## config.mk

```make
export PLATFORM = sky130hd
export DESIGN_NAME = muldiv_ctrl
export DESIGN_NICKNAME = d
export VERILOG_FILES = /design/src/rtl/core_pkg.sv /design/src/rtl/muldiv_ctrl.sv
export SDC_FILE = /design/constraint.sdc
export NUM_CORES = 1
export LEC_CHECK = 0
export BUFFER_PORTS_ARGS = -buffer_cell sky130_fd_sc_hd__buf_2
export CORE_MARGIN = 2
export CORE_UTILIZATION = 55
export CTS_BUF_LIST = sky130_fd_sc_hd__clkbuf_2
export CTS_CLUSTER_SIZE = 40
export DETAILED_ROUTE_END_ITERATION = 7
export GPL_TIMING_DRIVEN = 0
export HOLD_SLACK_MARGIN = 0.15
export PLACE_DENSITY = 0.85
export SLEW_MARGIN = 25
export SYNTH_ARGS = -nofsm -noshare
export SYNTH_HDL_FRONTEND = slang
export SYNTH_SLANG_ARGS = --single-unit
```

## constraint.sdc

```tcl
create_clock -name clk -period 3.1 [get_ports clk]
set_clock_uncertainty 0.05 [all_clocks]
set_input_delay 0.62 -clock clk [delete_from_list [all_inputs] [get_ports clk]]
set_output_delay 0.62 -clock clk [all_outputs]
set_load 0.02 [all_outputs]
```

## src/rtl/core_pkg.sv

```systemverilog
// Shared EX-stage encodings: ALU opcodes, multiply/divide op select and sequencer states.
package core_pkg;

    localparam logic [3:0] ALU_ADD   = 4'b0010;
    localparam logic [3:0] ALU_SUB   = 4'b0110;
    localparam logic [3:0] ALU_OR    = 4'b0001;
    localparam logic [3:0] ALU_LUI   = 4'b1000;
    localparam logic [3:0] ALU_PASSA = 4'b1010;
    localparam logic [3:0] ALU_PASSB = 4'b1011;

    localparam logic OP_MULTU = 1'b0;
    localparam logic OP_DIVU  = 1'b1;

    typedef enum logic [1:0] {
        IDLE = 2'd0,
        RUN  = 2'd1,
        DONE = 2'd2
    } md_state_e;

endpackage

```

## src/rtl/muldiv_ctrl.sv

```systemverilog
// MULTU/DIVU sequencer borrowing the EX-stage ALU: one add (shift-add) or subtract
// (restoring divide) per cycle for WIDTH iterations, result returned in hi/lo.
module muldiv_ctrl
    import core_pkg::*;
#(
    parameter int WIDTH = 32
) (
    input  logic             clk,
    input  logic             rst_n,
    input  logic             start,
    input  logic             op,
    input  logic [WIDTH-1:0] src1,
    input  logic [WIDTH-1:0] src2,
    input  logic             flush,
    output logic             busy,
    output logic             done,
    output logic [WIDTH-1:0] hi,
    output logic [WIDTH-1:0] lo,
    output logic [3:0]       alu_ct,
    output logic [WIDTH-1:0] alu_src1,
    output logic [WIDTH-1:0] alu_src2,
    input  logic [WIDTH-1:0] alu_res,
    output logic [1:0]       dbg_state
);

    localparam int CW = $clog2(WIDTH);

    // Handshake: start is a strobe taken only while busy is low (never queued);
    // done pulses for one cycle and hi/lo then hold until the next accepted start.
    md_state_e        r_state;
    logic             r_op;
    logic             r_busy;
    logic             r_done;
    logic [3:0]       r_alu_ct;
    logic [CW-1:0]    r_cnt;
    logic [WIDTH-1:0] r_hi;
    logic [WIDTH-1:0] r_lo;
    logic [WIDTH-1:0] r_opnd;

    logic [WIDTH-1:0] w_rem;
    logic             w_carry;
    logic             w_ge;

    assign w_rem   = {r_hi[WIDTH-2:0], r_lo[WIDTH-1]};
    assign w_carry = (alu_res < r_hi);
    // The shifted-out msb means the partial remainder already exceeds any divisor.
    assign w_ge    = r_hi[WIDTH-1] | (w_rem >= r_opnd);

    assign alu_src1  = (r_state == RUN && r_op == OP_DIVU) ? w_rem : r_hi;
    assign alu_src2  = r_opnd;
    assign alu_ct    = r_alu_ct;
    assign busy      = r_busy;
    assign done      = r_done;
    assign hi        = r_hi;
    assign lo        = r_lo;
    assign dbg_state = r_state;

    always_ff @(posedge clk or negedge rst_n) begin
        if (!rst_n) begin
            r_state  <= IDLE;
            r_op     <= OP_MULTU;
            r_busy   <= 1'b0;
            r_done   <= 1'b0;
            r_alu_ct <= ALU_PASSA;
            r_cnt    <= '0;
            r_hi     <= '0;
            r_lo     <= '0;
            r_opnd   <= '0;
        end else begin
            r_done <= 1'b0;
            if (flush) begin
                r_state  <= IDLE;
                r_busy   <= 1'b0;
                r_alu_ct <= ALU_PASSA;
            end else begin
                case (r_state)
                    IDLE: begin
                        if (start) begin
                            r_op   <= op;
                            r_opnd <= (op == OP_DIVU) ? src2 : src1;
                            r_cnt  <= CW'(WIDTH - 1);
                            r_busy <= 1'b1;
                            if (op == OP_DIVU && src2 == '0) begin
                                r_hi     <= src1;
                                r_lo     <= '1;
                                r_state  <= DONE;
                                r_done   <= 1'b1;
                                r_alu_ct <= ALU_PASSA;
                            end else begin
                                r_hi     <= '0;
                                r_lo     <= (op == OP_DIVU) ? src1 : src2;
                                r_state  <= RUN;
                                r_alu_ct <= (op == OP_DIVU) ? ALU_SUB : ALU_ADD;
                            end
                        end
                    end
                    RUN: begin
                        if (r_op == OP_MULTU) begin
                            if (r_lo[0])
                                {r_hi, r_lo} <= {w_carry, alu_res, r_lo[WIDTH-1:1]};
                            else
                                {r_hi, r_lo} <= {1'b0, r_hi, r_lo[WIDTH-1:1]};
                        end else begin
                            if (w_ge) begin
                                r_hi <= alu_res;
                                r_lo <= {r_lo[WIDTH-2:0], 1'b1};
                            end else begin
                                r_hi <= w_rem;
                                r_lo <= {r_lo[WIDTH-2:0], 1'b0};
                            end
                        end
                        if (r_cnt == '0) begin
                            r_state  <= DONE;
                            r_done   <= 1'b1;
                            r_alu_ct <= ALU_PASSA;
                        end else begin
                            r_cnt <= r_cnt - 1'b1;
                        end
                    end
                    DONE: begin
                        r_state <= IDLE;
                        r_busy  <= 1'b0;
                    end
                    default: begin
                        r_state  <= IDLE;
                        r_busy   <= 1'b0;
                        r_alu_ct <= ALU_PASSA;
                    end
                endcase
            end
        end
    end

endmodule

```

Word-level counts from Yosys, hierarchy flattened
Index checks and enable logic that the tools add are counted.
{ "word_totals": {"wordCells": 71, "input_bits": 101, "ff_bits": 110, "out_inout_bits": 136} }
{ "op_classes": {"addsub": 1, "n_eq_ne": 8, "n_bitwise": 2, "mux": 37, "n_reduce_logical": 12, "magnitude_cmp": 2} }
{ "ops": {"columns": ["cell", "n"], "rows": [
  ["two-way mux 32 bit", 12],
  ["case mux 32 bit (2 select lines)", 2],
  ["greater-or-equal comparator 32 bit", 1],
  ["logical NOT 32 bit", 1],
  ["< comparator 32 bit", 1],
  ["two-way mux 4 bit", 4],
  ["case mux 4 bit (3 select lines)", 1],
  ["two-way mux 5 bit", 2],
  ["case mux 5 bit (2 select lines)", 1],
  ["AND reduction 3 bit", 3],
  ["two-way mux 2 bit", 4],
  ["!= test 2 bit (second input constant)", 4],
  ["two-way mux 1 bit", 7],
  ["logical NOT 5 bit", 1],
  ["subtractor 5 x 1 -> 5 bit (second input constant)", 1],
  ["case mux 1 bit (2 select lines)", 2],
  ["case mux 2 bit (2 select lines)", 1],
  ["AND reduction 2 bit", 2],
  ["AND reduction 4 bit", 1],
  ["two-way mux 3 bit", 1],
  ["!= test 3 x 2 -> 1 bit (second input constant)", 1],
  ["!= test 3 bit (second input constant)", 1],
  ["== test 2 x 1 -> 1 bit (second input constant)", 1],
  ["== test 2 bit (second input constant)", 1],
  ["5 further kinds", 6]
]} }

Logic depth before layout (Yosys ltp)
Gate-level depths: netlist (run 1).
{ "logic_depth": {"word_depth": 6, "depth_mapped": 11, "ltp_nobuf": 9} }

Least setup slack after synthesis (run 1)
OpenSTA, ideal clock, no wires.
{ "synth_timing": {"path_kind": "flip-flop to output port", "startpoint": "register r_state[0] (netlist: dbg_state[0])", "endpoint": "output alu_src1[31]", "arrival_time_ps": 2084, "slack_ps": 346, "path_buffers": 3, "stages_incl_launch_ff": 7, "path_cell_list": "dfrtp_1 > nor2b_1 > clkbuf_1 > clkbuf_1 > nand2_1 > clkbuf_1 > o21ai_0"} }
{ "synth_via": {"elab_chain_len": 3} }
{ "synth_lines": {"columns": ["element", "line", "rtl"], "rows": [
  ["from (decl)", "muldiv_ctrl.sv:30", "md_state_e r_state;"],
  ["from (signal assigned)", "muldiv_ctrl.sv:60", "r_state <= IDLE;"],
  ["from (signal assigned)", "muldiv_ctrl.sv:72", "r_state <= IDLE;"],
  ["from (signal assigned)", "muldiv_ctrl.sv:86", "r_state <= DONE;"],
  ["== test 2 x 1 -> 1 bit", "muldiv_ctrl.sv:49", "assign alu_src1 = (r_state == RUN && r_op == OP_DIVU) ? w_rem : r_hi;"],
  ["logical AND 1 bit", "muldiv_ctrl.sv:49", null],
  ["two-way mux 32 bit", "muldiv_ctrl.sv:49", null],
  ["to (decl)", "muldiv_ctrl.sv:20", "output logic [WIDTH-1:0] alu_src1,"]
]} }
Every way passes these cells.

Final worst setup path (run 1)
{ "layout_timing": {"startpoint": "register r_op", "endpoint": "output alu_src1[31]"} }
{ "layout_via": {"elab_chain_len": 2} }
{ "layout_lines": {"columns": ["element", "line", "rtl"], "rows": [
  ["from (decl)", "muldiv_ctrl.sv:31", "logic r_op;"],
  ["from (signal assigned)", "muldiv_ctrl.sv:79", "r_op <= op;"],
  ["logical AND 1 bit", "muldiv_ctrl.sv:49", null],
  ["two-way mux 32 bit", "muldiv_ctrl.sv:49", null]
]} }
Every way passes these cells.

==> results by group, run 1 <==
Outcome
  • Outcome: finished, final reports clean

Cells and area
  • Proportion of layout cells with a drive suffix above 1: 0.2565
  • Final Net Count: about 1.4k
  • Most frequent cells in the layout: buf_2 (243), nand2_1 (156), o21ai_0 (107)
  • Filler cells: around 1.3k
  • Area of the multi-input gates: approximately 0.0053 mm²
  • Most common cell after layout, fill and taps aside: buf_2
  • Register area: approximately 0.0027 mm²
  • Fin util: 0.6765
  • Layout area overhead: 19.62%

Die
  • Row count: 45
  • Die ar.: roughly 0.017 mm²
  • DIE HEIGHT: 129.3 µm
  • Core area: ~0.015 mm²
  • IO Count: 237
  • Starting Density: 0.5656
  • Die width: 129.3 µm

Flow run
  • Max_cap viols: 0

Setup path
  • Worst setup path start: r_op
  • CP startpoint kind: flip-flop
  • Critical Path RT: about 2.4 ns
  • Critical path class: reg -> out
  • Crit Path Max Fanout: 19
  • Crit path capture type: primary output
  • CP arrival: 2.33 ns
  • R2R Path Start: hi[6]

Synthesis
  • Yosys cell types: 56
  • Number of flops mapped to enable cells by yosys: 0
  • YS warnings: 0
  • Compound-Gate Fraction of Synth Area: 0.2362
  • Post-Syn Area: 0.008630 mm²
  • Synth Register Bits: 108
  • Mapped Avg Cell Area: 8.502 µm²
  • Post-synthesis mux area share: 0.1520
  • Synth Area in XOR/XNOR: 0.002030
  • Post-Synth Adder-Cell Area: 0.09424
  • Synth async-reset ratio: 1.000
  • Mapped Cells: between 1k and 1.5k
  • Syn_nets: 1181
  • Main combinational cell family by area after synthesis: compound AO/OA/AOI/OAI gates
  • Simple-gate area share of the yosys netlist: 0.1245
  • Top_reg_cell synth: dfrtp_1
  • Seq/Total Area, Yosys: 0.3133

STA
  • Rel. slew slack: 0.4006
  • Min Hold Slack: 0.1865 ns
  • Fin crit period: ~3.0 ns
  • Final slew viol count: 0
  • Worst slew pin tran: 0.8931 ns
  • RSZ-0062 raised after global routing: no
  • Final hold vios: 0
  • Final setup viols: 0
  • F_max: 333.3 MHz
  • Post-route clock period utilization: 0.9677

Global routing
  • Largest net degree at the start of global routing: 56
  • GRT Util Overall: 0.3576
  • Initial antenna violation count: 3
  • Vias in the first global route: 8331
  • GRT overflow: 0
  • First-pass GRT wire length: 46.17 mm

CTS
  • CTS Root Cell: clkbuf_2
  • Worst-path clk slew: 0.34 ns
  • CTS H-tree lvls: 3
  • TritonCTS clock tree: done
  • CTS max path bufs: 2
  • CTS Buf Count: 9
  • Skew-Pair Late Insertion Delay: 0.68 ns
  • Clk sinks: around 110

Drt
  • Top layer in use: met5
  • Detailed Route WL: 30.00 mm
  • Final ANT Viol Nets: 0
  • Met2 WL: 13.74 mm
  • DR WL met3: approximately 3.4 mm
  • DR pass1 iterations: 5
  • Residual DRC: 0
  • Initial DRC Count: 887
  • Routed WL per cell: 20.22 µm
  • Vias per Instance: 6.245
  • Routed vias: 9267
  • WL met1: 11.92 mm

Worst hold path
  • Min-delay src: src1[23]
  • Hold Crit Class: in -> reg

Pwr
  • PwrDens: slightly above 800 mW/mm²
  • P_leak: between 4 and 5 nW
  • Maximum vdd ir drop: 0.4393 mV

Placement
  • RePlAce Congestion: 0.9509
  • Post-DP HPWL: ~24 mm
  • IO buf count: 234
cell usage after synthesis, types with 5 or more instances:
| cell | number | share of area |
|---|---|---|
| mux2_2 | 32 | 0.042 |
| a2bb2oi_1 | 33 | 0.033 |
| nor2b_1 | 5 | 0.0036 |
| buf_2 | 9 | 0.0052 |
| o221ai_1 | 31 | 0.031 |
| a31oi_1 | 32 | 0.023 |
| buf_1 | 6 | 0.0026 |
| a211oi_1 | 5 | 0.0044 |
| clkbuf_1 | 53 | 0.023 |
| dfrtp_1 | 107 | 0.31 |
| nor2_1 | 37 | 0.016 |
| nor3_1 | 7 | 0.0041 |
| a21oi_1 | 57 | 0.033 |
| inv_1 | 68 | 0.030 |
| o21ai_0 | 109 | 0.063 |
| o31ai_1 | 32 | 0.028 |
| nor4_1 | 10 | 0.0072 |
| ha_1 | 65 | 0.094 |
| mux2i_1 | 95 | 0.11 |
| nand4_1 | 6 | 0.0044 |
| nand2_1 | 157 | 0.068 |
cell type report:
| class | instances | share of cell area |
|---|---|---|
| clock buffers | 10 | 0.004848 |
| well taps | 211 | 0.02558 |
| inverters | 68 | 0.02473 |
| plain buffers | 75 | 0.04061 |
| flip-flops and latches | 108 | 0.2621 |
| multi-input cells | 761 | 0.5118 |
| repair buffers | 243 | 0.1230 |
| clock inverters | 6 | 0.006909 |
| diodes | 2 | 0.0004848 |
cells by family after synthesis:
logic type,count (synthesis)
AOI/OAI and AO/OA,320
and+or+nand+nor,245
buffers and inverters,146
muxes,127
DFF,108
adders and majority gates,65
other,2
xor gates and xnor gates,2
path summary, 6_finish.rpt:
path / end / slack, ns / cells past startpoint
worst max-delay path: alu_src1[31] / 0.10 / 5
worst min-delay path: alu_src2[23] / 0.19 / 3
worst max register to register: hi[18] / 0.19 / 10
worst min register to register: alu_src2[7] / 0.50 / 2
max in group asynchronous: alu_ct[3] / 1.94 / 3
min in group asynchronous: lo[26] / 0.37 / 2
registers in the layout, indices dropped and copies added, names as in the netlist:
| name | flops |
|---|---|
| dbg_state | 2 |
| lo | 32 |
| busy | 1 |
| hi | 32 |
| r_cnt | 5 |
| alu_src2 | 32 |
| done | 1 |
| alu_ct | 2 |
| r_op | 1 |
power by group:
part	internal, W	switching (W)	leakage (nW)
Sequential	0.00182	0.000639	1.30
Clock	0.000201	0.000548	0.0749
Combinational	0.00210	0.00303	3.51
repair_timing:
action | CTS | global route
cloned | 0 | 0
buffers inserted | 1 | 5
hold buffers | 2 | 0
setup endpoints to repair | 33 | 51
endpoints found under the hold margin | 55 | 0
resized for setup | 14 | 9
per-stage QoR:
step	setup TNS, ns	setup WS (ns)	total power (W)	cells	instance area (µm²)
6_report	0	0.1001	0.008338	1484	10320
2_1_floorplan	0	0.3462	0.005845	1015	8630
5_1_grt	0	0.002681	0.008892	1484	10320
3_5_place_dp	-8.787	-0.4269	0.007476	1461	10100
3_3_place_gp	-6.538	-0.3807	0.007339	1460	10060
4_1_cts	0	0.03252	0.008232	1477	10270
routing by layer:
layer  vias up  track usage
li1       4209            -
met1      4397       0.5033
met2       577       0.5536
met3        82      0.06524
met4         2       0.1298
met5         -            0
critical path: stages (launching register included):
cell     delay (ns)
dfrtp_1        0.62
buf_6          0.27
nand2_4        0.15
buf_2          0.23
o21ai_1        0.20
buf_2          0.20
Power figures use the tool's default switching activity.
==> run 2, diff against run 1 <==
--- a/config.mk
+++ b/config.mk
@@ -5,16 +5,18 @@
 export SDC_FILE = /design/constraint.sdc
 export NUM_CORES = 1
 export LEC_CHECK = 0
+export ABC_AREA = 1
 export BUFFER_PORTS_ARGS = -buffer_cell sky130_fd_sc_hd__buf_2
 export CORE_MARGIN = 2
-export CORE_UTILIZATION = 55
+export CORE_UTILIZATION = 60
 export CTS_BUF_LIST = sky130_fd_sc_hd__clkbuf_2
 export CTS_CLUSTER_SIZE = 40
 export DETAILED_ROUTE_END_ITERATION = 7
 export GPL_TIMING_DRIVEN = 0
 export HOLD_SLACK_MARGIN = 0.15
-export PLACE_DENSITY = 0.85
+export PLACE_DENSITY = 0.91
 export SLEW_MARGIN = 25
 export SYNTH_ARGS = -nofsm -noshare
 export SYNTH_HDL_FRONTEND = slang
 export SYNTH_SLANG_ARGS = --single-unit
+export TNS_END_PERCENT = 30
==> constraint.sdc (replaced) <==
create_clock -name clk -period 3.6 [get_ports clk]
set_clock_uncertainty 0.05 [all_clocks]
set_input_delay 0.72 -clock clk [delete_from_list [all_inputs] [get_ports clk]]
set_output_delay 0.72 -clock clk [all_outputs]
set_load 0.02 [all_outputs]
==> results by group, run 2 <==
STA
  • F_max: 292.6 MHz
  • Rel. slew slack: 0.5703
  • Worst setup margin: 0.1829 ns
  • Final hold vios: 0
  • Final slew viol count: 0
  • Final setup viols: 0
  • Post-route clock period utilization: 0.9492
  • Worst slew pin tran: 0.6446 ns
  • Total negative setup slack: 0 ns
  • RSZ-0062 raised after global routing: no
  • Fin crit period: between 3 and 4 ns

Drt
  • Routed WL per cell: 16.51 µm
  • Detailed Route WL: 29.44 mm
  • WL met1: 12.13 mm
  • Final ANT Viol Nets: 0
  • Vias per Instance: 5.779
  • DR WL met3: roughly 3.1 mm
  • Residual DRC: 0
  • DR pass1 iterations: 5
  • Met2 WL: about 14 mm
  • Initial DRC Count: 1074
  • Routed vias: about 10k
  • Top layer in use: met4

Setup path
  • Stages on worst setup path: 5
  • CP bufs+invs: 3
  • Crit-path cells: clkbuf_1, nand2_2, clkbuf_1, o21ai_0, buf_2
  • Crit path capture type: primary output
  • Critical path class: reg -> out
  • Critical path's top delay family: buffers and inverters
  • Crit Path Max Fanout: 10
  • Worst flop-to-flop path endpoint: hi[22]
  • CP startpoint kind: flip-flop
  • Critical Path RT: 2.83 ns
  • R2R setup slack: approximately 1.1 ns
  • Critical path's most frequent cell: clkbuf_1
  • R2R Path Start: hi[10]
  • Crit path to: alu_src1[1]
  • Worst setup path start: r_op
  • CP arrival: 2.65 ns
  • Worst r2r path cells: 13
  • CP max stage cell: dfrtp_1
  • Largest stage delay, worst path: 0.47 ns

Worst hold path
  • Hold Crit Class: in -> reg

Synthesis
  • Yosys cell types: 38
  • Simple-gate area share of the yosys netlist: 0.2531
  • Mapped Cells: 1347
  • Seq/Total Area, Yosys: 0.3051
  • Top_reg_cell synth: dfrtp_1
  • Most common cell in the synthesized netlist: nand2_1
  • Syn_nets: 1513
  • Post-Syn Area: 0.008864 mm²
  • Synth async-reset ratio: 1.000
  • Commonest cells post-synth: nand2_1 (302), inv_1 (169), o21ai_0 (158)
  • Post-synthesis mux area share: 0
  • Mapped Avg Cell Area: 6.580 µm²
  • Synth top area share: 0.3021
  • Number of flops mapped to enable cells by yosys: 0
  • Synth Area in XOR/XNOR: 0
  • Main combinational cell family by area after synthesis: simple AND/OR/NAND/NOR gates
  • Compound-Gate Fraction of Synth Area: 0.2311
  • YS warnings: 0
  • Post-Synth Adder-Cell Area: 0.09176
  • Synth Register Bits: 108
  • Largest area contributor in the netlist: dfrtp_1
  • Dominant cells by area after synthesis: dfrtp_1 (30%), nand2_1 (13%), ha_1 (9.2%)

CTS
  • Worst-path clk slew: 0.29 ns
  • CTS H-tree lvls: 3
  • Skew-Pair Late Insertion Delay: 0.59 ns
  • TritonCTS clock tree: done
  • CTS max path bufs: 2
  • Post-CTS Setup Inserts: 0
  • Clk sinks: roughly 110
  • CTS Root Cell: clkbuf_2
  • CTS Buf Count: 9

Global routing
  • Vias in the first global route: 9129
  • Initial antenna violation count: 1
  • GRT Util Overall: 0.3601
  • GRT overflow: 0
  • First-pass GRT wire length: 46.28 mm
  • Largest net degree at the start of global routing: 77

Placement
  • Post-DP HPWL: around 24 mm
  • IO buf count: around 230
  • Pre-CTS WS: 0.6770 ns
  • RePlAce Congestion: 0.9928

Cells and area
  • Layout area overhead: 18.12%
  • Most common cell after layout, fill and taps aside: nand2_1
  • Proportion of layout cells with a drive suffix above 1: 0.1834
  • Most frequent cells in the layout: nand2_1 (301), buf_2 (256), inv_1 (169)
  • Final Net Count: 1760

Outcome
  • Outcome: finished, final reports clean

Die
  • Die width: 125.5 µm
  • Core area: roughly 0.014 mm²
  • DIE HEIGHT: 125.5 µm
  • Die ar.: ~0.016 mm²
  • Row count: between 40 and 50
  • IO Count: approximately 240
  • Starting Density: 0.6122

Pwr
  • Maximum vdd ir drop: approximately 0.50 mV
  • PwrDens: 832.3 mW/mm²
  • P_leak: between 5 and 6 nW

Flow run
  • Max_cap viols: 0
[run 2: logic make-up after synthesis]
| kind of cell | after synthesis |
|---|---|
| buffers and inverters | 259 |
| other | 2 |
| flip-flops | 108 |
| AND/OR/NAND/NOR | 537 |
| AO/OA/AOI/OAI | 376 |
| adder cells (fa/ha/maj) | 65 |
[run 2: layout make-up]
| cell class | instances | area, µm² |
|---|---|---|
| clock inverter | 5 | 101.3 |
| fill | 1234 | 4009 |
| timing repair buffer | 236 | 1215 |
| clock buffer | 10 | 50.05 |
| multi-input combinational | 980 | 5120 |
| sequential | 108 | 2704 |
| tap | 184 | 230.2 |
| inverter | 171 | 641.9 |
| buffer | 88 | 405.4 |
| antenna | 1 | 2.502 |
[run 2: through the flow]
step                utilization  std cells  instance area [µm²]  hold WS (ns)  total power (W)
floorplan                     -       1347                 8864        0.3744         0.006066
finish                   0.7231       1783                10470        0.3117         0.008714
detailed placement       0.7113       1766                10300        0.4281         0.007901
global placement         0.7090       1765                10260        0.4136         0.007746
global route             0.7231       1783                10470        0.2779         0.009387
CTS                      0.7224       1782                10460        0.2988         0.008600
[run 2: how the worst min path moves through the flow]
stage | startpoint | to | slack, ns | cells after the start
after floorplan | rst_n | alu_ct[2] | 0.37 | 0
after global placement | busy | busy | 0.41 | 2
after detailed placement | busy | busy | 0.43 | 2
after CTS | src2[26] | alu_src2[26] | 0.30 | 3
after global routing | src2[26] | alu_src2[26] | 0.28 | 3
final | src2[26] | alu_src2[26] | 0.31 | 3
[run 2: worst register-to-register path, stage by stage, from the launching register on]
cell     delay (ns)
dfrtp_1        0.54
ha_1           0.34
nand2_1        0.09
o21ai_0        0.28
a21oi_1        0.11
nand2_1        0.10
nand2_1        0.17
nand2_2        0.17
buf_4          0.20
nand2_1        0.07
nand3_1        0.06
nand3_1        0.10
nand2_1        0.10
nand2_1        0.05
[run 2: report_power, final]
| part | total (W) | leakage [nW] | internal (W) | switching, W |
|---|---|---|---|---|
| Combinational | 0.00573 | 4.17 | 0.00191 | 0.00382 |
| Sequential | 0.00228 | 1.28 | 0.00173 | 0.000555 |
| Clock | 0.000706 | 0.0857 | 0.000295 | 0.000411 |
[run 2: repair_timing]
item / 4_1_cts / 5_1_grt
gates resized for setup: 0 / 2
endpoints found under the setup margin: 0 / 32
hold endpoints to repair: 31 / 0
hold buffers: 1 / 0
[run 2: layer usage]
layer,track usage,up-vias
met5,0,-
met4,0.1000,0
met3,0.05563,47
met2,0.5847,605
met1,0.5030,4685
li1,-,4967
==> run 3, diff against run 2 <==
--- a/config.mk
+++ b/config.mk
@@ -10,11 +10,14 @@
 export CORE_MARGIN = 2
 export CORE_UTILIZATION = 60
 export CTS_BUF_LIST = sky130_fd_sc_hd__clkbuf_2
+export CTS_CLUSTER_DIAMETER = 120
 export CTS_CLUSTER_SIZE = 40
 export DETAILED_ROUTE_END_ITERATION = 7
 export GPL_TIMING_DRIVEN = 0
 export HOLD_SLACK_MARGIN = 0.15
 export PLACE_DENSITY = 0.91
+export SETUP_SLACK_MARGIN = 0.5
+export SKIP_CTS_REPAIR_TIMING = 1
 export SLEW_MARGIN = 25
 export SYNTH_ARGS = -nofsm -noshare
 export SYNTH_HDL_FRONTEND = slang
==> results by group, run 3 (synthesized netlist as in run 2, its figures left out) <==
Setup path
  • Crit path capture type: primary output
  • Critical path class: reg -> out
  • Crit Path Max Fanout: 10
  • CP arrival: about 2.2 ns
  • CP startpoint kind: flip-flop
  • Critical Path RT: approximately 2.8 ns

Cells and area
  • Most frequent cells in the layout: nand2_1 (301), buf_2 (257), inv_1 (169)
  • Layout area overhead: 18.70%
  • Filler cells: ~1.2k
  • Register area: ~0.0027 mm²
  • Area of the multi-input gates: between 0.005 and 0.006 mm²
  • Most common cell after layout, fill and taps aside: nand2_1
  • Proportion of layout cells with a drive suffix above 1: 0.1903
  • Final Net Count: between 1.5k and 2k

Die
  • Row count: 44
  • Core area: about 0.014 mm²
  • Die width: 125.5 µm
  • DIE HEIGHT: 125.5 µm
  • IO Count: approximately 240
  • Die ar.: between 0.015 and 0.02 mm²
  • Starting Density: 0.6122

CTS
  • Worst-path clk slew: 0.28 ns
  • Clk sinks: 108
  • CTS H-tree lvls: 3
  • CTS Root Cell: clkbuf_2
  • CTS max path bufs: 2
  • Skew-Pair Late Insertion Delay: 0.58 ns
  • CTS Buf Count: 9
  • TritonCTS clock tree: done

STA
  • Fin crit period: 2.938 ns
  • RSZ-0062 raised after global routing: no
  • Post-route clock period utilization: 0.8160
  • Total negative setup slack: 0 ns
  • Final setup viols: 0
  • Rel. slew slack: 0.5763
  • Min Hold Slack: around 0.32 ns
  • F_max: 340.4 MHz
  • Worst slew pin tran: around 0.64 ns
  • Final slew viol count: 0
  • Final hold vios: 0

Global routing
  • Largest net degree at the start of global routing: 77
  • Vias in the first global route: slightly above 9k
  • First-pass GRT wire length: 46.26 mm
  • Initial antenna violation count: 1
  • GRT Util Overall: 0.3600
  • GRT overflow: 0

Flow run
  • Max_cap viols: 0

Placement
  • Post-DP HPWL: 23.74 mm
  • RePlAce Congestion: slightly below 1
  • IO buf count: 234

Pwr
  • Maximum vdd ir drop: just under 0.5 mV
  • P_leak: 5.573 nW
  • PwrDens: approximately 830 mW/mm²

Outcome
  • Outcome: finished, final reports clean

Drt
  • Routed vias: 10.31k
  • Vias per Instance: 5.763
  • Initial DRC Count: 1053
  • DR pass1 iterations: 6
  • Final ANT Viol Nets: 0
  • Routed WL per cell: 16.48 µm
  • Residual DRC: 0
  • Detailed Route WL: 29.47 mm

Worst hold path
  • Hold Crit Class: in -> reg
## run 3: changes by cell type in the layout (fill, tap and decap cells not counted), sizes merged
cell	delta
buf	+7
clkbuf	-2
## run 3: worst max-delay path, stage by stage, from the launching register on
cell and delay, ns:
dfrtp_1 0.48, clkbuf_2 0.30, nand2_4 0.16, clkbuf_2 0.24
o21ai_1 0.21, buf_2 0.20
## run 3: per-layer routing
layer  global-route usage  wire length (µm)
met4               0.1000               624
met3              0.05563              3204
met1               0.5028             11990
met5                    0                 0
met2               0.5847             13650
## run 3: where the power goes
| part | switching (W) | internal [W] | leakage [nW] |
|---|---|---|---|
| clock | 0.000401 | 0.000295 | 0.0857 |
| sequential | 0.000553 | 0.00173 | 1.27 |
| combinational | 0.00383 | 0.00195 | 4.21 |
| total | 0.00479 | 0.00397 | 5.57 |
## run 3: cell type report
cell class / count / area share
Clock buffer: 10 / 0.004757
Timing Repair Buffer: 241 / 0.1190
Inverter: 171 / 0.06101
Antenna cell: 1 / 0.0002378
Multi-Input combinational cell: 980 / 0.4871
Clock inverter: 5 / 0.009633
Buffer: 88 / 0.03924
Sequential cell: 108 / 0.2571
Tap cell: 184 / 0.02188
## run 3: path summary, 6_finish.rpt
kind / startpoint / to / cells after the start / slack (ns)
worst max-delay path: r_op / alu_src1[2] / 5 / 0.66
worst min-delay path: src2[26] / alu_src2[26] / 3 / 0.32
worst max register to register: hi[10] / hi[22] / 13 / 1.08
worst min register to register: busy / busy / 2 / 0.48
max in group asynchronous: rst_n / alu_src2[14] / 3 / 2.32
min in group asynchronous: rst_n / lo[8] / 2 / 0.48
## run 3: per-stage QoR
step / total power, W / cells / worst slack [ns] / cell area [µm²] / utilization
floorplan: 0.006066 / 1347 / 1.080 / 8864 / -
global placement: 0.007746 / 1765 / 0.5431 / 10260 / 0.7090
detailed placement: 0.007901 / 1766 / 0.6770 / 10300 / 0.7113
CTS: 0.008599 / 1781 / 0.002880 / 10450 / 0.7217
global route: 0.009447 / 1788 / 0.5310 / 10520 / 0.7267
finish: 0.008761 / 1788 / 0.6624 / 10520 / 0.7267
